### src/rtl/seq_div_if.sv
// Handshake bundle between the ALU control decoder (master) and the iterative divider (slave).
interface seq_div_if #(
  parameter int W = 32
);
  logic         div_load;
  logic         dact;
  logic [2:0]   funct3;
  logic         div_res_sel;
  logic [W-1:0] lhs;
  logic [W-1:0] rhs;
  logic         busy;
  logic         done;
  logic [W-1:0] result;

  modport master (
    output div_load, dact, funct3, div_res_sel, lhs, rhs,
    input  busy, done, result
  );

  modport slave (
    input  div_load, dact, funct3, div_res_sel, lhs, rhs,
    output busy, done, result
  );
endinterface

### src/rtl/seq_div.sv
// Iterative radix-2 restoring divider for RV32M DIV/DIVU/REM/REMU.
// Optional result cache for repeated operand pairs: define SEQ_DIV_RESULT_CACHE_EN.
module seq_div #(
  parameter int W = 32
) (
  input  logic      clk,
  input  logic      rst_n,
  seq_div_if.slave  bus
);

  localparam int CW = $clog2(W);
  localparam logic [W-1:0] ONE_W  = {{(W-1){1'b0}}, 1'b1};
  localparam logic [W-1:0] MIN_W  = {1'b1, {(W-1){1'b0}}};
  localparam logic [CW-1:0] CNT_LAST = CW'(W-1);
  localparam logic [CW-1:0] CNT_ONE  = CW'(1);

  typedef enum logic [2:0] {
    IDLE   = 3'd0,
    LOADED = 3'd1,
    RUN    = 3'd2,
    FIX    = 3'd3,
    DONE   = 3'd4
  } state_t;

  function automatic logic [W-1:0] neg_f(input logic [W-1:0] v);
    neg_f = (~v) + ONE_W;
  endfunction

  function automatic logic [W-1:0] mag_f(input logic [W-1:0] v, input logic sgn);
    mag_f = (sgn && v[W-1]) ? neg_f(v) : v;
  endfunction

  state_t        state_r;
  state_t        state_nx_s;

  logic [W-1:0]  lhs_r;
  logic [W-1:0]  rhs_r;
  logic          signed_r;
  logic          res_sel_r;

  logic [W-1:0]  quo_r;
  logic [W-1:0]  rem_r;
  logic [W-1:0]  dvs_r;
  logic [CW-1:0] cnt_r;

  logic          busy_r;
  logic          done_r;
  logic [W-1:0]  result_r;

  logic          capture_s;
  logic          start_s;
  logic          finish_s;
  logic          div_zero_s;
  logic          ovf_s;
  logic          hit_s;
  logic          neg_q_s;
  logic          neg_r_s;
  logic [W:0]    rem_sh_s;
  logic [W:0]    diff_s;
  logic [W-1:0]  fin_quo_s;
  logic [W-1:0]  fin_rem_s;

  assign div_zero_s = (rhs_r == {W{1'b0}});
  assign ovf_s      = signed_r && (lhs_r == MIN_W) && (rhs_r == {W{1'b1}});
  assign neg_q_s    = signed_r && (lhs_r[W-1] ^ rhs_r[W-1]);
  assign neg_r_s    = signed_r && lhs_r[W-1];

  // The W+1-bit trial keeps the shifted-out remainder bit so divisors near 2^W stay exact.
  assign rem_sh_s = {rem_r, quo_r[W-1]};
  assign diff_s   = rem_sh_s - {1'b0, dvs_r};

`ifdef SEQ_DIV_RESULT_CACHE_EN
  logic          c_valid_r;
  logic [W-1:0]  c_lhs_r;
  logic [W-1:0]  c_rhs_r;
  logic          c_signed_r;
  logic [W-1:0]  c_quo_r;
  logic [W-1:0]  c_rem_r;

  assign hit_s = c_valid_r && (c_lhs_r == lhs_r) && (c_rhs_r == rhs_r) &&
                 (c_signed_r == signed_r);

  // Cache of the most recent completed operation.
  always_ff @(posedge clk or negedge rst_n) begin
    if (!rst_n) begin
      c_valid_r  <= 1'b0;
      c_lhs_r    <= {W{1'b0}};
      c_rhs_r    <= {W{1'b0}};
      c_signed_r <= 1'b0;
      c_quo_r    <= {W{1'b0}};
      c_rem_r    <= {W{1'b0}};
    end else begin
      if (finish_s) begin
        c_valid_r  <= 1'b1;
        c_lhs_r    <= lhs_r;
        c_rhs_r    <= rhs_r;
        c_signed_r <= signed_r;
        c_quo_r    <= fin_quo_s;
        c_rem_r    <= fin_rem_s;
      end
    end
  end
`else
  assign hit_s = 1'b0;
`endif

  // Next-state decode and the capture/start/finish strobes.
  always_comb begin
    state_nx_s = state_r;
    capture_s  = 1'b0;
    start_s    = 1'b0;
    finish_s   = 1'b0;
    case (state_r)
      IDLE: begin
        if (bus.div_load) begin
          capture_s  = 1'b1;
          state_nx_s = LOADED;
        end else begin
          state_nx_s = IDLE;
        end
      end
      LOADED: begin
        if (bus.div_load) begin
          capture_s  = 1'b1;
          state_nx_s = LOADED;
        end else if (bus.dact) begin
          if (div_zero_s || ovf_s || hit_s) begin
            finish_s   = 1'b1;
            state_nx_s = DONE;
          end else begin
            start_s    = 1'b1;
            state_nx_s = RUN;
          end
        end else begin
          state_nx_s = LOADED;
        end
      end
      RUN: begin
        if (cnt_r == {CW{1'b0}}) begin
          state_nx_s = FIX;
        end else begin
          state_nx_s = RUN;
        end
      end
      FIX: begin
        finish_s   = 1'b1;
        state_nx_s = DONE;
      end
      DONE: begin
        if (bus.div_load) begin
          capture_s  = 1'b1;
          state_nx_s = LOADED;
        end else begin
          state_nx_s = IDLE;
        end
      end
      default: begin
        state_nx_s = IDLE;
      end
    endcase
  end

  // Final quotient/remainder presented on the transition into DONE.
  always_comb begin
    fin_quo_s = quo_r;
    fin_rem_s = rem_r;
    if (state_r == FIX) begin
      fin_quo_s = neg_q_s ? neg_f(quo_r) : quo_r;
      fin_rem_s = neg_r_s ? neg_f(rem_r) : rem_r;
    end else if (div_zero_s) begin
      fin_quo_s = {W{1'b1}};
      fin_rem_s = lhs_r;
    end else if (ovf_s) begin
      fin_quo_s = lhs_r;
      fin_rem_s = {W{1'b0}};
`ifdef SEQ_DIV_RESULT_CACHE_EN
    end else if (hit_s) begin
      fin_quo_s = c_quo_r;
      fin_rem_s = c_rem_r;
`endif
    end else begin
      fin_quo_s = quo_r;
      fin_rem_s = rem_r;
    end
  end

  // State register.
  always_ff @(posedge clk or negedge rst_n) begin
    if (!rst_n) begin
      state_r <= IDLE;
    end else begin
      state_r <= state_nx_s;
    end
  end

  // Operand capture, iteration datapath and registered outputs.
  always_ff @(posedge clk or negedge rst_n) begin
    if (!rst_n) begin
      lhs_r     <= {W{1'b0}};
      rhs_r     <= {W{1'b0}};
      signed_r  <= 1'b0;
      res_sel_r <= 1'b0;
      quo_r     <= {W{1'b0}};
      rem_r     <= {W{1'b0}};
      dvs_r     <= {W{1'b0}};
      cnt_r     <= {CW{1'b0}};
      busy_r    <= 1'b0;
      done_r    <= 1'b0;
      result_r  <= {W{1'b0}};
    end else begin
      if (capture_s) begin
        lhs_r     <= bus.lhs;
        rhs_r     <= bus.rhs;
        signed_r  <= ~bus.funct3[0];
        res_sel_r <= bus.div_res_sel;
      end
      if (start_s) begin
        quo_r <= mag_f(lhs_r, signed_r);
        dvs_r <= mag_f(rhs_r, signed_r);
        rem_r <= {W{1'b0}};
        cnt_r <= CNT_LAST;
      end else if (state_r == RUN) begin
        if (!diff_s[W]) begin
          rem_r <= diff_s[W-1:0];
          quo_r <= {quo_r[W-2:0], 1'b1};
        end else begin
          rem_r <= rem_sh_s[W-1:0];
          quo_r <= {quo_r[W-2:0], 1'b0};
        end
        cnt_r <= cnt_r - CNT_ONE;
      end
      if (finish_s) begin
        result_r <= res_sel_r ? fin_rem_s : fin_quo_s;
      end
      done_r <= finish_s;
      busy_r <= (state_nx_s == RUN) || (state_nx_s == FIX);
    end
  end

  assign bus.busy   = busy_r;
  assign bus.done   = done_r;
  assign bus.result = result_r;

endmodule

### src/flat_wrapper.sv
// flat-port wrapper written by rule: the top's interface ports become plain ports
module seq_div_flat 
#(
  parameter int W = 32
)
  (clk, rst_n, bus_div_load, bus_dact, bus_funct3, bus_div_res_sel, bus_lhs, bus_rhs, bus_busy, bus_done, bus_result);
  seq_div_if #(.W(W)) bus_i ();
  input  logic clk;
  input  logic rst_n;
  input wire logic [$bits(bus_i.div_load)-1:0] bus_div_load;
  input wire logic [$bits(bus_i.dact)-1:0] bus_dact;
  input wire logic [$bits(bus_i.funct3)-1:0] bus_funct3;
  input wire logic [$bits(bus_i.div_res_sel)-1:0] bus_div_res_sel;
  input wire logic [$bits(bus_i.lhs)-1:0] bus_lhs;
  input wire logic [$bits(bus_i.rhs)-1:0] bus_rhs;
  output wire logic [$bits(bus_i.busy)-1:0] bus_busy;
  output wire logic [$bits(bus_i.done)-1:0] bus_done;
  output wire logic [$bits(bus_i.result)-1:0] bus_result;
  assign bus_i.div_load = bus_div_load;
  assign bus_i.dact = bus_dact;
  assign bus_i.funct3 = bus_funct3;
  assign bus_i.div_res_sel = bus_div_res_sel;
  assign bus_i.lhs = bus_lhs;
  assign bus_i.rhs = bus_rhs;
  assign bus_busy = bus_i.busy;
  assign bus_done = bus_i.done;
  assign bus_result = bus_i.result;
  seq_div #(.W(W)) u_core (.clk(clk), .rst_n(rst_n), .bus(bus_i));
endmodule
### config.mk
export PLATFORM = sky130hd
export DESIGN_NAME = seq_div_flat
export DESIGN_NICKNAME = d
export VERILOG_FILES = /design/src/rtl/seq_div_if.sv /design/src/rtl/seq_div.sv /design/src/flat_wrapper.sv
export SDC_FILE = /design/constraint.sdc
export NUM_CORES = 1
export LEC_CHECK = 0
export CAP_MARGIN = 20
export CORE_ASPECT_RATIO = 0.5
export CORE_UTILIZATION = 45
export DETAILED_ROUTE_END_ITERATION = 10
export DONT_BUFFER_PORTS = 1
export GPL_ROUTABILITY_DRIVEN = 0
export PLACE_DENSITY = 0.62
export SLEW_MARGIN = 20
export SYNTH_ARGS = -nofsm -noshare
export SYNTH_HDL_FRONTEND = slang
export SYNTH_SLANG_ARGS = --single-unit
### constraint.sdc
create_clock -name clk -period 9.4 [get_ports clk]
set_clock_uncertainty 0.1 [all_clocks]
set_input_delay 0.47 -clock clk [delete_from_list [all_inputs] [get_ports clk]]
set_output_delay 0.47 -clock clk [all_outputs]
set_load 0.01 [all_outputs]
==> impl_results.md <==
- Mapped Cells: 1583
- Area taken by multi-input logic gates: 0.00794 mm²
- #FFs+latches synth: 204
- Compound-Gate Fraction of Synth Area: 0.237
- Rows: 44
- Leak: 6.30 nW
- Share of cells above drive strength 1: 0.0954
- Setup ws final: 4.93 ns
- Residual DRC: 0
- Largest net degree at the start of global routing: 205
- Vias in the first global route: 11195
- Reg-to-reg endpoint: u_core.quo_r[0]
- Hold slack: 0.0998 ns
- Critical path arrival: 4.76 ns
- CP Capture Type: flop
- PwrDens: 385 mW/mm²
- Met3 GRT Util: 0.0412
- CP dominant cell by count: inv_1
- Net Switching: 2.77 mW
- Top cells by area, synth: dfrtp_1 (37%), o21ai_0 (6.2%), mux2_2 (5.4%)
- Mean routed wirelength per cell: 19.6 µm
- Gr usage total: 0.254
- Largest family of logic cells by synthesized area: compound AO/OA/AOI/OAI gates
- Drt pass-1 iters: 5
- Met2 Usage GRT: 0.362
- GRT busiest layer: met1
- Antenna Violating Nets Remaining: 0
- CTS clk-pin slew, worst paths: 0.07 ns
- GR Layer Usage met1: 0.401
- Reg-to-Reg Start: u_core.quo_r[31]
- Final setup viols: 0
- Ys Warns: 0
- Vias: 11979
- Pre-CTS WS: 5.01 ns
- CTS tree: built
- Fillers: 2718
- Sequential share of power: 0.318
- Hold crit path type: input pin to flop
- Antenna cells: 0
- Synth Cell Area: 0.0137 mm²
- Vias per inst: 6.00
- Die Span X: 248 µm
- CTS Buffer Depth: 3
- Clk sinks: 204
- Unrepaired setup endpoints after global routing: no
- Crit start category: flop
- Nets: 1699
- Final Hold Fails: 0
- Crit-path max cell delay: 0.67 ns
- Comb power frac: 0.510
- Most used DFF post-synth: dfrtp_1
- Synth Area per Inst: 8.63 µm²
- Critical setup path kind: flop to flop
- H-tree depth: 1
- Clock period minus worst slack: 4.47 ns
- Total grt overflow: 0
- Synth Area in XOR/XNOR: 0.0686
- Initial DRC Count: 1283
- Initial Utilization: 0.465
- # port buffers: 0
- CP Max Fanout: 56
- Die H: 125 µm
- Dominant cell type by area after synthesis: dfrtp_1
- Worst EP required: 9.69 ns
- Highest clock rate: 224 MHz
- Maxcap violations: 0
- Simple-Gate Fraction of Synth Area: 0.174
- Power Total: 5.93 mW
- Hold path depth: 3
- Final Cell Area: 0.0154 mm²
- Clock buffer count from CTS: 22
- Post-DP HPWL: 27.5 mm
- Worst slew pin tran: 1.12 ns
- Post-synth EDFFs: 0
- Tcrit/Tclk final: 0.475
- Top cell type's share of synthesized area: 0.374
- Setup TNS: 0 ns
- Synth Net Count: 1694
- Area delta synth->final: 12.8%
- Slowest library cell on the worst path: o31ai_1
- Fraction of registers with async set/reset: 1.00
- Distinct cells, synth: 77
- IO Pins: 106
- Maximum vdd ir drop: 0.139 mV
- Mux share of post-synthesis cell area: 0.0596
- Sequential cell area fraction in the yosys report: 0.374
- CP cell instances: inv_1 -> ha_1 -> inv_1 -> fa_1 -> a211oi_1 -> o211ai_1 -> o211ai_1 -> a21oi_1 -> o31ai_1 -> xor2_4 -> buf_4 -> inv_1 -> nand2_1 -> o221ai_1
- Antenna violations before repair: 0
- Power Internal: 3.16 mW
- Placement Cell Area: 0.0138 mm²
- Net Sw Frac: 0.468
- Worst Hold Launch: bus_dact
- Die ar.: 0.0311 mm²
- DRT Wirelength: 39.1 mm
- R2R Setup Slk: 4.93 ns
- Root buf cell: clkbuf_16
- Clock group share of total power: 0.172
- Reg2reg path depth: 14
- Sequential cell area: 0.00510 mm²
- Skew-Pair Late Insertion Delay: 0.53 ns
- Post-synthesis adder-cell area fraction: 0.0363
- CORE AREA: 0.0294 mm²
- Worst Hold End: u_core.state_r[0]
- Run status: completed
- Post-CTS Setup Bufs: 0
- Final slew viol count: 0
- Max_slew headroom: 0.251
- First-pass GRT wire length: 63.0 mm
-- flip-flops by register name, summed over array words and instances, names as in the netlist --
signal and flops:
u_core.bus.result 32, u_core.signed_r 1, u_core.quo_r 32, u_core.bus.done 1, u_core.dvs_r 32, u_core.res_sel_r 1, u_core.cnt_r 5, u_core.state_r 3
u_core.lhs_r 32, u_core.bus.busy 1, u_core.rhs_r 32, u_core.rem_r 32
-- cell usage after synthesis, drive strengths merged, types with 33 or more instances --
master	instances
dfrtp	204
o21ai	184
nand2	181
a21oi	122
nor2	119
clkbuf	68
mux2	66
inv	56
xnor2	56
xor2	51
nor3	42
ha	38
buf	33
-- final cells by class --
cell class,instances,share of cell area
multi-input cells,1221,0.515
flip-flops and latches,204,0.332
repair buffers,82,0.0523
clock buffers,30,0.0417
well taps,391,0.0318
inverters,57,0.0139
clock inverters,10,0.0134
-- layer usage --
metal / part of all wire / routed length (µm) / vias to the layer above
met1: 0.50 / 19400 / 5703
met4: 0.017 / 663 / 0
li1: - / - / 5765
met3: 0.076 / 2990 / 50
met2: 0.41 / 16000 / 461
met5: 0 / 0 / -
-- metrics by stage --
stage | cells | util
4_1_cts | 1995 | 0.524
5_1_grt | 1995 | 0.524
3_5_place_dp | 1886 | 0.471
6_report | 1995 | 0.524
2_1_floorplan | 1583 | -
3_3_place_gp | 1886 | 0.471
-- kinds of logic (layout without fill, tap and decap cells) --
family / Yosys count / in the layout
flip-flops: 204 / 204
adder cells (fa/ha/maj): 39 / 39
AND/OR/NAND/NOR: 493 / 493
multiplexers: 73 / 73
AO/OA/AOI/OAI: 509 / 509
buffers and inverters: 158 / 179
XOR/XNOR: 107 / 107
-- power by group through the flow --
stage          Combinational [mW]  Sequential (mW)  Clock (mW)
3_3_place_gp                 2.85             1.87           0
5_1_grt                      3.36             1.95        1.08
4_1_cts                      2.97             1.87        1.04
3_5_place_dp                 2.92             1.89           0
2_1_floorplan                2.41             1.64           0
6_report                     3.02             1.89        1.02
-- worst max-delay path by stage --
stage	start	endpoint	cells past startpoint
global route	u_core.quo_r[31]	u_core.rem_r[28]	14
finish	u_core.quo_r[31]	u_core.quo_r[0]	14
CTS	u_core.quo_r[31]	u_core.quo_r[0]	14
detailed placement	u_core.quo_r[31]	u_core.quo_r[0]	14
floorplan	u_core.quo_r[31]	u_core.rem_r[3]	14
global placement	u_core.quo_r[31]	u_core.quo_r[0]	14
-- critical path, delay by kind of cell (launching register included) --
family	cells	cell delay [ns]
compound gates	6	1.93
buf+inv	4	0.79
fa+ha+maj	2	0.58
flops	1	0.45
simple gates	1	0.27
xor+xnor	1	0.17
-- timing repair --
action	4_1_cts	5_1_grt
resized for setup	0	0
hold buffers	69	0
endpoints found under the hold margin	271	0
-- layout by cell type, fill, tap and decap left out, types with 18 or more instances in the layout --
cell type,synthesis,final
inv_1,55,55
dlygate4sd3_1,0,68
nor2_1,117,116
xnor2_1,56,56
nor3_1,42,41
xor2_1,51,50
clkbuf_16,0,23
nand2_1,181,180
mux2_2,66,66
dfrtp_1,204,204
nand3_1,26,26
ha_1,38,38
nand4_1,18,18
nand2b_1,20,20
o31ai_1,27,27
nor4_1,18,18
a21oi_1,122,122
a22o_1,29,29
o21ai_0,170,170
a221o_1,26,26
No activity file was read; power rests on OpenSTA's default activity.
